[src/rtl/mips_pkg.sv]
// Shared fetch-stage definitions: FSM state encoding, opcode width, default reset PC.
package mips_pkg;

    localparam int unsigned      OPCODE_W         = 6;
    localparam logic [31:0]      DEFAULT_RESET_PC = 32'h0000_0000;

    typedef enum logic [1:0] {
        S_REQ  = 2'd0,
        S_WAIT = 2'd1,
        S_HOLD = 2'd2,
        S_DROP = 2'd3
    } fetch_state_t;

endpackage

[src/rtl/pc_register.sv]
// Program counter with increment / redirect mux. Always word aligned.
module pc_register #(
    parameter logic [31:0] RESET_PC = 32'h0000_0000
) (
    input  logic        clk,
    input  logic        rst,
    input  logic        i_inc,
    input  logic        i_redirect,
    input  logic [29:0] i_target,
    output logic [31:0] o_pc,
    output logic [31:0] o_pc4
);

    logic [31:0] r_pc;

    // Reset beats redirect, redirect beats increment; low two bits are forced to zero.
    always_ff @(posedge clk) begin
        if (rst)
            r_pc <= {RESET_PC[31:2], 2'b00};
        else if (i_redirect)
            r_pc <= {i_target, 2'b00};
        else if (i_inc)
            r_pc <= o_pc4;
    end

    assign o_pc  = r_pc;
    assign o_pc4 = r_pc + 32'd4;

endmodule

[src/rtl/fetch_stage.sv]
// Instruction fetch stage: single-outstanding request FSM, hold buffer and IF/ID register.
module fetch_stage
    import mips_pkg::*;
#(
    parameter logic [31:0] RESET_PC = DEFAULT_RESET_PC
) (
    input  logic                clk,
    input  logic                rst,
    input  logic                stall,
    input  logic                redirect,
    input  logic [31:0]         redirect_pc,
    output logic                imem_req,
    output logic [31:0]         imem_addr,
    input  logic                imem_ready,
    input  logic                imem_rvalid,
    input  logic [31:0]         imem_rdata,
    output logic                if_valid,
    output logic [31:0]         if_instr,
    output logic [31:0]         if_pc4,
    output logic [OPCODE_W-1:0] if_opcode
);

    fetch_state_t r_state;
    fetch_state_t w_next;
    logic         w_load;
    logic         w_from_hold;
    logic         w_capture;
    logic [31:0]  w_pc;
    logic [31:0]  w_pc4;
    logic [31:0]  r_hold;
    logic         r_valid;
    logic [31:0]  r_instr;
    logic [31:0]  r_pc4;
    logic         w_unused;

    assign w_unused = ^redirect_pc[1:0];

    pc_register #(
        .RESET_PC (RESET_PC)
    ) u_pc (
        .clk        (clk),
        .rst        (rst),
        .i_inc      (w_load),
        .i_redirect (redirect),
        .i_target   (redirect_pc[31:2]),
        .o_pc       (w_pc),
        .o_pc4      (w_pc4)
    );

    // State register.
    always_ff @(posedge clk) begin
        if (rst)
            r_state <= S_REQ;
        else
            r_state <= w_next;
    end

    // Next-state and control decode; redirect overrides every other event.
    always_comb begin
        w_next      = r_state;
        w_load      = 1'b0;
        w_from_hold = 1'b0;
        w_capture   = 1'b0;
        imem_req    = 1'b0;
        unique case (r_state)
            S_REQ: begin
                imem_req = 1'b1;
                if (redirect)
                    w_next = imem_ready ? S_DROP : S_REQ;
                else if (imem_ready)
                    w_next = S_WAIT;
            end
            S_WAIT: begin
                if (redirect)
                    w_next = imem_rvalid ? S_REQ : S_DROP;
                else if (imem_rvalid) begin
                    if (stall) begin
                        w_capture = 1'b1;
                        w_next    = S_HOLD;
                    end else begin
                        w_load = 1'b1;
                        w_next = S_REQ;
                    end
                end
            end
            S_HOLD: begin
                if (redirect)
                    w_next = S_REQ;
                else if (!stall) begin
                    w_load      = 1'b1;
                    w_from_hold = 1'b1;
                    w_next      = S_REQ;
                end
            end
            S_DROP: begin
                // A redirect that coincides with the stale response leaves nothing outstanding.
                if (imem_rvalid)
                    w_next = S_REQ;
            end
            default: w_next = S_REQ;
        endcase
    end

    // One-entry hold buffer for a response that arrives while decode is stalled.
    always_ff @(posedge clk) begin
        if (rst || redirect)
            r_hold <= '0;
        else if (w_capture)
            r_hold <= imem_rdata;
    end

    // IF/ID register: load, hold on stall, otherwise insert a bubble.
    always_ff @(posedge clk) begin
        if (rst) begin
            r_valid <= 1'b0;
            r_instr <= '0;
            r_pc4   <= '0;
        end else if (redirect) begin
            r_valid <= 1'b0;
        end else if (w_load) begin
            r_valid <= 1'b1;
            r_instr <= w_from_hold ? r_hold : imem_rdata;
            r_pc4   <= w_pc4;
        end else if (!stall) begin
            r_valid <= 1'b0;
        end
    end

    assign imem_addr = w_pc;
    assign if_valid  = r_valid;
    assign if_instr  = r_instr;
    assign if_pc4    = r_pc4;
    assign if_opcode = r_instr[31:32-OPCODE_W];

endmodule

[config.mk]
export PLATFORM = sky130hd
export DESIGN_NAME = fetch_stage
export DESIGN_NICKNAME = d
export VERILOG_FILES = /design/src/rtl/mips_pkg.sv /design/src/rtl/pc_register.sv /design/src/rtl/fetch_stage.sv
export SDC_FILE = /design/constraint.sdc
export NUM_CORES = 1
export LEC_CHECK = 0
export CAP_MARGIN = 15
export CORE_MARGIN = 8
export CORE_UTILIZATION = 34
export DETAILED_ROUTE_END_ITERATION = 8
export SLEW_MARGIN = 0
export SYNTH_ARGS = -nofsm -noshare
export SYNTH_HDL_FRONTEND = slang
export SYNTH_SLANG_ARGS = --single-unit
[constraint.sdc]
create_clock -name clk -period 2.5 [get_ports clk]
set_clock_uncertainty 0.1 [all_clocks]
set_input_delay 0.5 -clock clk [delete_from_list [all_inputs] [get_ports clk]]
set_output_delay 0.5 -clock clk [all_outputs]
set_load 0.02 [all_outputs]
# Yosys cells after proc, flatten, opt, wreduce, memory -nomap -nowiden

Cells that the tools add are included.

Flip-flop bits (word level): 131
Input bits: 70
Output and inout bits: 104
Logic and storage cells: 50

Add/sub/neg operators: 1
Equal/unequal tests: 8
Muxes and demuxes: 27
Bitwise operators: 1
Reductions and logical operators: 6

Operators with widths:

| cell                                                                     | number |
|---|---|
| 32-bit two-way mux                                                       | 3 |
| 32-bit by 3-bit adder with 32-bit output (second input constant)         | 1 |
| 2-bit two-way mux                                                        | 10 |
| 1-bit two-way mux                                                        | 12 |
| 3-bit inequality test (second input constant)                            | 3 |
| 2-bit one-hot mux with 4 select lines                                    | 1 |
| 2-bit == test (second input constant)                                    | 2 |
| 4-bit AND reduction                                                      | 1 |
| 2-bit by 1-bit == test with 1-bit output (second input constant)         | 1 |
| 2-bit zero test                                                          | 1 |
| 2-bit by 1-bit inequality test with 1-bit output (second input constant) | 1 |
| 2-bit inequality test (second input constant)                            | 1 |
| 1-bit one-hot mux with 2 select lines                                    | 1 |
| 2-bit AND reduction                                                      | 1 |
| 2-bit nonzero test                                                       | 1 |
| 2-bit OR reduction                                                       | 1 |
| 1-bit logical OR                                                         | 1 |
| 1-bit inverter                                                           | 1 |

# Logic depth before layout (Yosys ltp)

Gate-level depths: netlist of the first run.

Word-level depth: 6
Gate-level depth with buffers: 10

# Hierarchy

A second synthesis of the first run with hierarchy kept.

Cell total of the unflattened synthesis: 776
Area, all modules: 6556.3 µm²

Modules (own cells, without submodules):

| module      | times used | cells each | area each (µm²) | sequential area each (µm²) |
|---|---|---|---|---|
| fetch_stage | 1          | 461        | 4139.0          | 1981.9 |
| pc_register | 1          | 315        | 2417.3          | 600.6 |

# Least setup slack after synthesis of the first run

OpenSTA, ideal clock, no wires.

Path type: register to register
Start: register u_pc.r_pc[2] (netlist: u_pc.o_pc[2])
End: register r_pc4[28] (netlist: if_pc4[28])
Library setup time: 86 ps
Arrival time: 1949 ps
Data required time: 2314 ps
Slack: 366 ps
Cell stages (with the launch flop): 8
Path buffers: 1
Clock period less this slack: 2134 ps
Cells stage by stage: dfxtp_1 > ha_1 > and4_1 > and3_1 > buf_2 > nand4_1 > xor2_1 > a211oi_1

Word-level cells in the longest chain between the ends: 1

RTL lines:

| element                                  | RTL line           | text |
|---|---|---|
| from (decl)                              | pc_register.sv:14  | `logic [31:0] r_pc;` |
| from (signal assigned)                   | pc_register.sv:19  | `r_pc <= {RESET_PC[31:2], 2'b00};` |
| from (signal assigned)                   | pc_register.sv:21  | `r_pc <= {i_target, 2'b00};` |
| from (signal assigned)                   | pc_register.sv:23  | `r_pc <= o_pc4;` |
| 32-bit by 3-bit adder with 32-bit output | pc_register.sv:27  | `assign o_pc4 = r_pc + 32'd4;` |
| to (signal assigned)                     | fetch_stage.sv:123 | `r_pc4 <= w_pc4;` |
| to (decl)                                | fetch_stage.sv:33  | `logic [31:0] r_pc4;` |

No other way between the ends.
A chain may end at the register's enable or synchronous reset.

# Worst setup path after layout of the first run

Start: register r_state[0]
End: output imem_req

Word-level cells in the longest chain between the ends: 2

RTL lines:

| element                | RTL line          | text |
|---|---|---|
| from (decl)            | fetch_stage.sv:23 | `fetch_state_t r_state;` |
| from (signal assigned) | fetch_stage.sv:55 | `r_state <= w_next;` |
| 2-bit zero test        | fetch_stage.sv:65 | `unique case (r_state)` |
| 1-bit two-way mux      | fetch_stage.sv:65 |  |
| to (decl)              | fetch_stage.sv:12 | `output logic imem_req,` |

No other way between the ends.

==> impl_metrics.yaml, run 1 <==
status:
  outcome: "finished clean"
detailed_routing:
  drc: 0
  drt-pass1-iter-count: 4
  via_per_inst: 5.27
  vias: 5777
  wl_mm: 19.1
  antenna_left: 0
  wire_per_inst_um: 17.4
  drt_iter0_markers: 298
clocking:
  numCtsBuffers: 17
  ctsLongestPathBuffers: 2
  cts_post_setup_buffers_inserted: 0
  cts_tree: "yes"
  cts-root-buf: "clkbuf_16"
  clock_latency_ps: 420
  clkTransAtPathRegs_ps: 50
  cts_sinks: 127
  htree_levels: 4
sta:
  rsz0062_at_grt: "no"
  period_needed_ps: 2320
  setup_viol: 0
  finalHoldViolCount: 0
  worst_slew_pin_slew_ps: 655
  worst_slack_ps: 178
  drv_slew: 0
  clock.fmax_mhz: 431
  relSlewSlack_pct: 56.3
  fin_crit_sh_pct: 92.9
pwr:
  ir_worst_vdd_v: 0.000499
  p_leak_nw: 2.73
  p_total_mw: 5.34
  powerDensity_nw_per_um2: 647
worst_setup_path:
  rr_startpoint: "r_state[0]$_SDFFE_PP0P_"
  reg2reg_to: "u_pc.o_pc[16]$_SDFFE_PP0P_"
  endpoint_kind: "primary output"
  critical_path_class: "flop to primary output"
  timing.reg2reg.setup_slack_ps: 200
  crit_arrival_ps: 1720
  required_ps: 1900
  path_max_fanout: 4
  ff2ff_path_depth: 10
  start_kind: "flop"
yosys:
  async_flop_share_pct: 0
  synthSimpleGateAreaFrac_pct: 20.1
  synthCells: 713
  synth_top_area_cell: "dfxtp_1"
  synth_top_area_share_pct: 44.4
  netlist_area_um2: 5720
  synth_mux_area_share_pct: 0
  ys.flop_type: "dfxtp_1"
  yosysSeqAreaShare_pct: 44.4
  synthTopCellsByArea: "dfxtp_1, a21oi_1, nand2_1"
  ys_ff_latch: 127
  synth_compound_area_share_pct: 24.6
  yosysUniqueCellTypes: 46
  synth_top_family_by_area: "compound AO/OA/AOI/OAI gates"
  ys_warn_count: 0
  synth_xor_area_share_pct: 3.37
  synth-edff-count: 0
  avgSynthCellArea_um2: 8.02
  synth_fa_ha_area_share_pct: 1.31
job:
  maxCapViolCount: 0
global_routing:
  grt_overflow: 0
  grt_pass1_wl_mm: 30.7
  gr-usage-all-layers_pct: 17.8
  antenna_found_initial: 0
  grt_max_degree: 45
  grt_pass1_vias: 5693
placement:
  post-dp-hpwl_mm: 13.4
  gp_congestion: 0.812
  place_ws_ps: -251
  port_buffers: 167
layout:
  fin_nets: 941
  antennaDiodeCount: 0
  syn2layout_area_growth_pct: 44.2
  utilization_pct: 49.9
  layout-drive-gt1-share_pct: 8.22
worst_hold_path:
  hold_path_startpoint: "rst"
  hp-class: "input port to flop"
  hold_end: "if_pc4[25]$_SDFFE_PP0P_"
  hold-path-cell-count: 2
die:
  design.core.area_um2: 16500
  initial_core_util_pct: 34.6
  num_rows: 47
  die_y_um: 146
  die-area_um2: 21200
  io_pins: 174
  die_x_um: 146
## cells in the mapped netlist (7+ instances only)
library cell	n
a21oi_1	109
clkbuf_1	48
inv_1	8
nand2_1	124
buf_4	10
nor2_1	46
buf_2	13
o221ai_1	32
nand4_1	10
nor3_1	9
o21ai_0	23
and3_1	13
dfxtp_1	127
and2_1	7
xor2_1	13
a31oi_1	14
a211oi_1	20
nand3_1	14
xnor2_1	9
a22oi_1	8
## registers in the layout (all words and copies together) (netlist names)
register   cells
if_instr      32
if_pc4        30
if_valid       1
r_hold        32
r_state        2
u_pc.o_pc     30
## per-layer routing
layer | part of all wire (%) | routed length [um] | vias to the layer above | track usage [%]
met1 | 45 | 8550 | 2705 | 22.2
met2 | 47 | 9060 | 203 | 28.2
li1 | - | - | 2854 | -
met5 | 0 | 0 | - | 0
met4 | 1.1 | 216 | 0 | 5.93
met3 | 6.8 | 1290 | 15 | 5.88
## stage by stage
| stage | setup TNS (ps) | cells | hold slack [ps] | area (um2) |
|---|---|---|---|---|
| after floorplan | 0 | 716 | 336 | 5730 |
| after global placement | -8260 | 1066 | 341 | 7690 |
| after detailed placement | -6160 | 1066 | 347 | 7690 |
| after CTS | 0 | 1096 | 256 | 8250 |
| after global routing | 0 | 1096 | 260 | 8250 |
| final | 0 | 1096 | 262 | 8250 |
## report_power, final
part	total (mW)	switching [mW]	internal, mW
registers	2.17	0.0754	2.10
logic	0.796	0.427	0.369
clock network	2.37	0.868	1.50
total	5.34	1.37	3.97
## kinds of logic after synthesis
family                   after synthesis
AND/OR/NAND/NOR                      251
adder cells (fa/ha/maj)                6
other                                  1
flip-flops                           127
AO/OA/AOI/OAI                        226
buffers and inverters                 80
XOR/XNOR                              22
## final cells by class
cell class	instances	area [um2]
tap	220	275
sequential	127	2540
inverter	8	30.0
timing repair buffer	202	2000
clock buffer	23	468
clock inverter	7	87.6
multi-input combinational	509	2850
fill	1526	8270
## worst max-delay path, stage by stage (launching register included)
cell and delay (ps):
dfxtp_1 340, inv_1 120, ha_1 220, clkdlybuf4s50_1 630
## worst max-delay path by stage
stage / from / endpoint
finish: r_state[0]$_SDFFE_PP0P_ / imem_req
floorplan: u_pc.o_pc[2]$_SDFFE_PP0P_ / if_pc4[28]$_SDFFE_PP0P_
global route: r_state[1]$_SDFFE_PP0P_ / if_pc4[25]$_SDFFE_PP0P_
CTS: r_state[0]$_SDFFE_PP0P_ / if_pc4[25]$_SDFFE_PP0P_
detailed placement: imem_rvalid / if_pc4[25]$_SDFFE_PP0P_
global placement: imem_rvalid / if_pc4[25]$_SDFFE_PP0P_
## cells in the final DEF (no fill, tap or decap), types with 12 or more instances in the layout
cell             netlist  layout
nand3_1               14      14
a31oi_1               14      14
o21ai_0               23      23
nand2_1              124     124
xor2_1                13      13
clkbuf_16              0      17
a211oi_1              20      20
and3_1                13      12
buf_4                 10      30
a21oi_1              109     109
nor2_1                46      46
clkdlybuf4s50_1        0     166
o221ai_1              32      32
dfxtp_1              127     127
## repair_timing
item                                   in CTS  in global routing
endpoints found under the hold margin       0                  0
gates resized for setup                     0                  2
hold buffers                                0                  0
setup endpoints to repair                   0                  6
No activity file was read; power rests on OpenSTA's default activity.
==> run 2: changes to the inputs <==
- DONT_BUFFER_PORTS: not set -> 1
==> run 2 against run 1 <==
Die area unchanged. Combinational power is 43% lower. Register-to-register slack about the same. Critical path depth up 2. Final cell count is 15% lower. Clock power is 8% higher. Global-route usage fell by 1.3 points. Via count decreased by 11%. Sequential cell count stayed put. Largest cell class unchanged.
==> impl_metrics.yaml, run 2 (same netlist as run 1, synthesis figures left out) <==
worst_setup_path:
  slowest_stage: "dfxtp_1"
  path_delay_family: "simple AND/OR/NAND/NOR gates"
  endpoint_kind: "flop"
  reg2reg_to: "if_pc4[28]$_SDFFE_PP0P_"
  required_ps: 2720
  max_stage_delay_ps: 560
  crit_arrival_ps: 2510
  crit_chain: "and4_1, and3_1, nand4_1, xor2_1, a211oi_1"
  path_buf_inv: 0
  path_max_fanout: 12
  start_kind: "flop"
  ff2ff_path_depth: 5
  critical_path_class: "flop to flop"
  rr_startpoint: "u_pc.o_pc[6]$_SDFFE_PP0P_"
  timing.reg2reg.setup_slack_ps: 210
layout:
  mostFrequentLayoutCell: "dfxtp_1"
  antennaDiodeCount: 0
  most-common-layout-cells: "dfxtp_1, nand2_1, a21oi_1, nor2_1, buf_4"
  layout-drive-gt1-share_pct: 11.2
  syn2layout_area_growth_pct: 15.8
  fin_nets: 780
worst_hold_path:
  hold-path-cell-count: 1
  hold_end: "if_instr[26]$_SDFFE_PP0P_"
  hp-class: "input port to flop"
  hold_path_startpoint: "rst"
clocking:
  htree_levels: 4
  ctsLongestPathBuffers: 2
  cts_post_setup_buffers_inserted: 0
  clock_latency_ps: 420
  cts_tree: "yes"
  cts_resized: 0
  postCtsHoldBufs: 0
  numCtsBuffers: 17
  cts-root-buf: "clkbuf_16"
  cts_sinks: 127
  clkTransAtPathRegs_ps: 60
sta:
  period_needed_ps: 2290
  tns_ps: 0
  setup_viol: 0
  holdWs_ps: 40.4
  finalHoldViolCount: 0
  drv_slew: 0
  worst_slack_ps: 209
  worst_slew_pin_slew_ps: 667
  clock.fmax_mhz: 436
  rsz0062_at_grt: "no"
  relSlewSlack_pct: 55.6
  fin_crit_sh_pct: 91.7
die:
  design.core.area_um2: 16500
  num_rows: 47
  io_pins: 174
  initial_core_util_pct: 34.6
  die_y_um: 146
  die_x_um: 146
  die-area_um2: 21200
pwr:
  switching_power_mw: 1.34
  ir_worst_vdd_v: 0.000470
  clkPwrFrac_pct: 49.0
  powerDensity_nw_per_um2: 792
  p_int_mw: 3.90
  p_leak_nw: 2.16
  power_frac_seq_pct: 42.4
  p_comb_share_pct: 8.6
  netSwitchingFraction_pct: 25.6
detailed_routing:
  drt-pass1-iter-count: 5
  wire_per_inst_um: 19.2
  wl_mm: 18.0
  drc: 0
  antenna_left: 0
  via_per_inst: 5.48
  vias: 5134
  drt_iter0_markers: 324
placement:
  port_buffers: 0
  post-dp-hpwl_mm: 12.3
  gp_congestion: 0.779
  place_ws_ps: 210
job:
  maxCapViolCount: 0
global_routing:
  grt_pass1_vias: 4757
  gr-usage-all-layers_pct: 16.5
  antenna_found_initial: 0
  grt_max_degree: 97
  grt_overflow: 0
  grt_pass1_wl_mm: 28.1
status:
  outcome: "finished clean"
## run 2: cell types whose count changed in the layout (fill, tap and decap cells not counted)
cell	previous run	this run
and3_1	12	13
buf_6	1	0
and3_2	1	0
buf_4	30	40
clkinv_2	4	3
clkinvlp_4	1	4
clkdlybuf4s50_1	166	0
clkbuf_8	2	3
buf_12	5	1
clkbuf_1	4	2
bufinv_16	2	3
## run 2: final cells by class
| type | instances | area (um2) |
|---|---|---|
| Inverter | 8 | 30.0 |
| Sequential cell | 127 | 2540 |
| Timing Repair Buffer | 41 | 320 |
| Fill cell | 1703 | 9900 |
| Clock inverter | 10 | 135 |
| Multi-Input combinational cell | 509 | 2850 |
| Tap cell | 220 | 275 |
| Clock buffer | 22 | 474 |
## run 2: power by group through the flow
stage	Sequential [mW]	Combinational (mW)	Clock, mW
2_1_floorplan	2.27	0.339	0
3_3_place_gp	2.27	0.451	0
3_5_place_dp	2.27	0.454	0
4_1_cts	2.22	0.456	2.63
5_1_grt	2.23	0.505	2.72
6_report	2.22	0.453	2.57
## run 2: metrics by stage
step | power [mW] | util, % | cell area [um2] | std cells
after global placement | 2.72 | 36.4 | 6020 | 905
after detailed placement | 2.72 | 36.4 | 6020 | 905
after global routing | 5.46 | 40.1 | 6630 | 937
final | 5.25 | 40.1 | 6630 | 937
after floorplan | 2.61 | - | 5730 | 716
after CTS | 5.31 | 40.1 | 6630 | 937
## run 2: how the worst max path moves through the flow
stage,slack (ps),start,end,depth (start not counted)
floorplan,370,u_pc.o_pc[2]$_SDFFE_PP0P_,if_pc4[28]$_SDFFE_PP0P_,7
global placement,260,u_pc.o_pc[6]$_SDFFE_PP0P_,u_pc.o_pc[24]$_SDFFE_PP0P_,5
detailed placement,210,u_pc.o_pc[6]$_SDFFE_PP0P_,u_pc.o_pc[24]$_SDFFE_PP0P_,5
CTS,200,u_pc.o_pc[6]$_SDFFE_PP0P_,u_pc.o_pc[24]$_SDFFE_PP0P_,5
global route,70,u_pc.o_pc[6]$_SDFFE_PP0P_,if_pc4[28]$_SDFFE_PP0P_,5
finish,210,u_pc.o_pc[6]$_SDFFE_PP0P_,if_pc4[28]$_SDFFE_PP0P_,5
## run 2: metal layers
metal | vias to the layer above | track usage, % | share of wire, %
met5 | - | 0 | 0
met4 | 0 | 4.89 | 1.0
met3 | 13 | 7.12 | 9.8
met2 | 166 | 24.7 | 45
met1 | 2419 | 21.1 | 44
li1 | 2536 | - | -
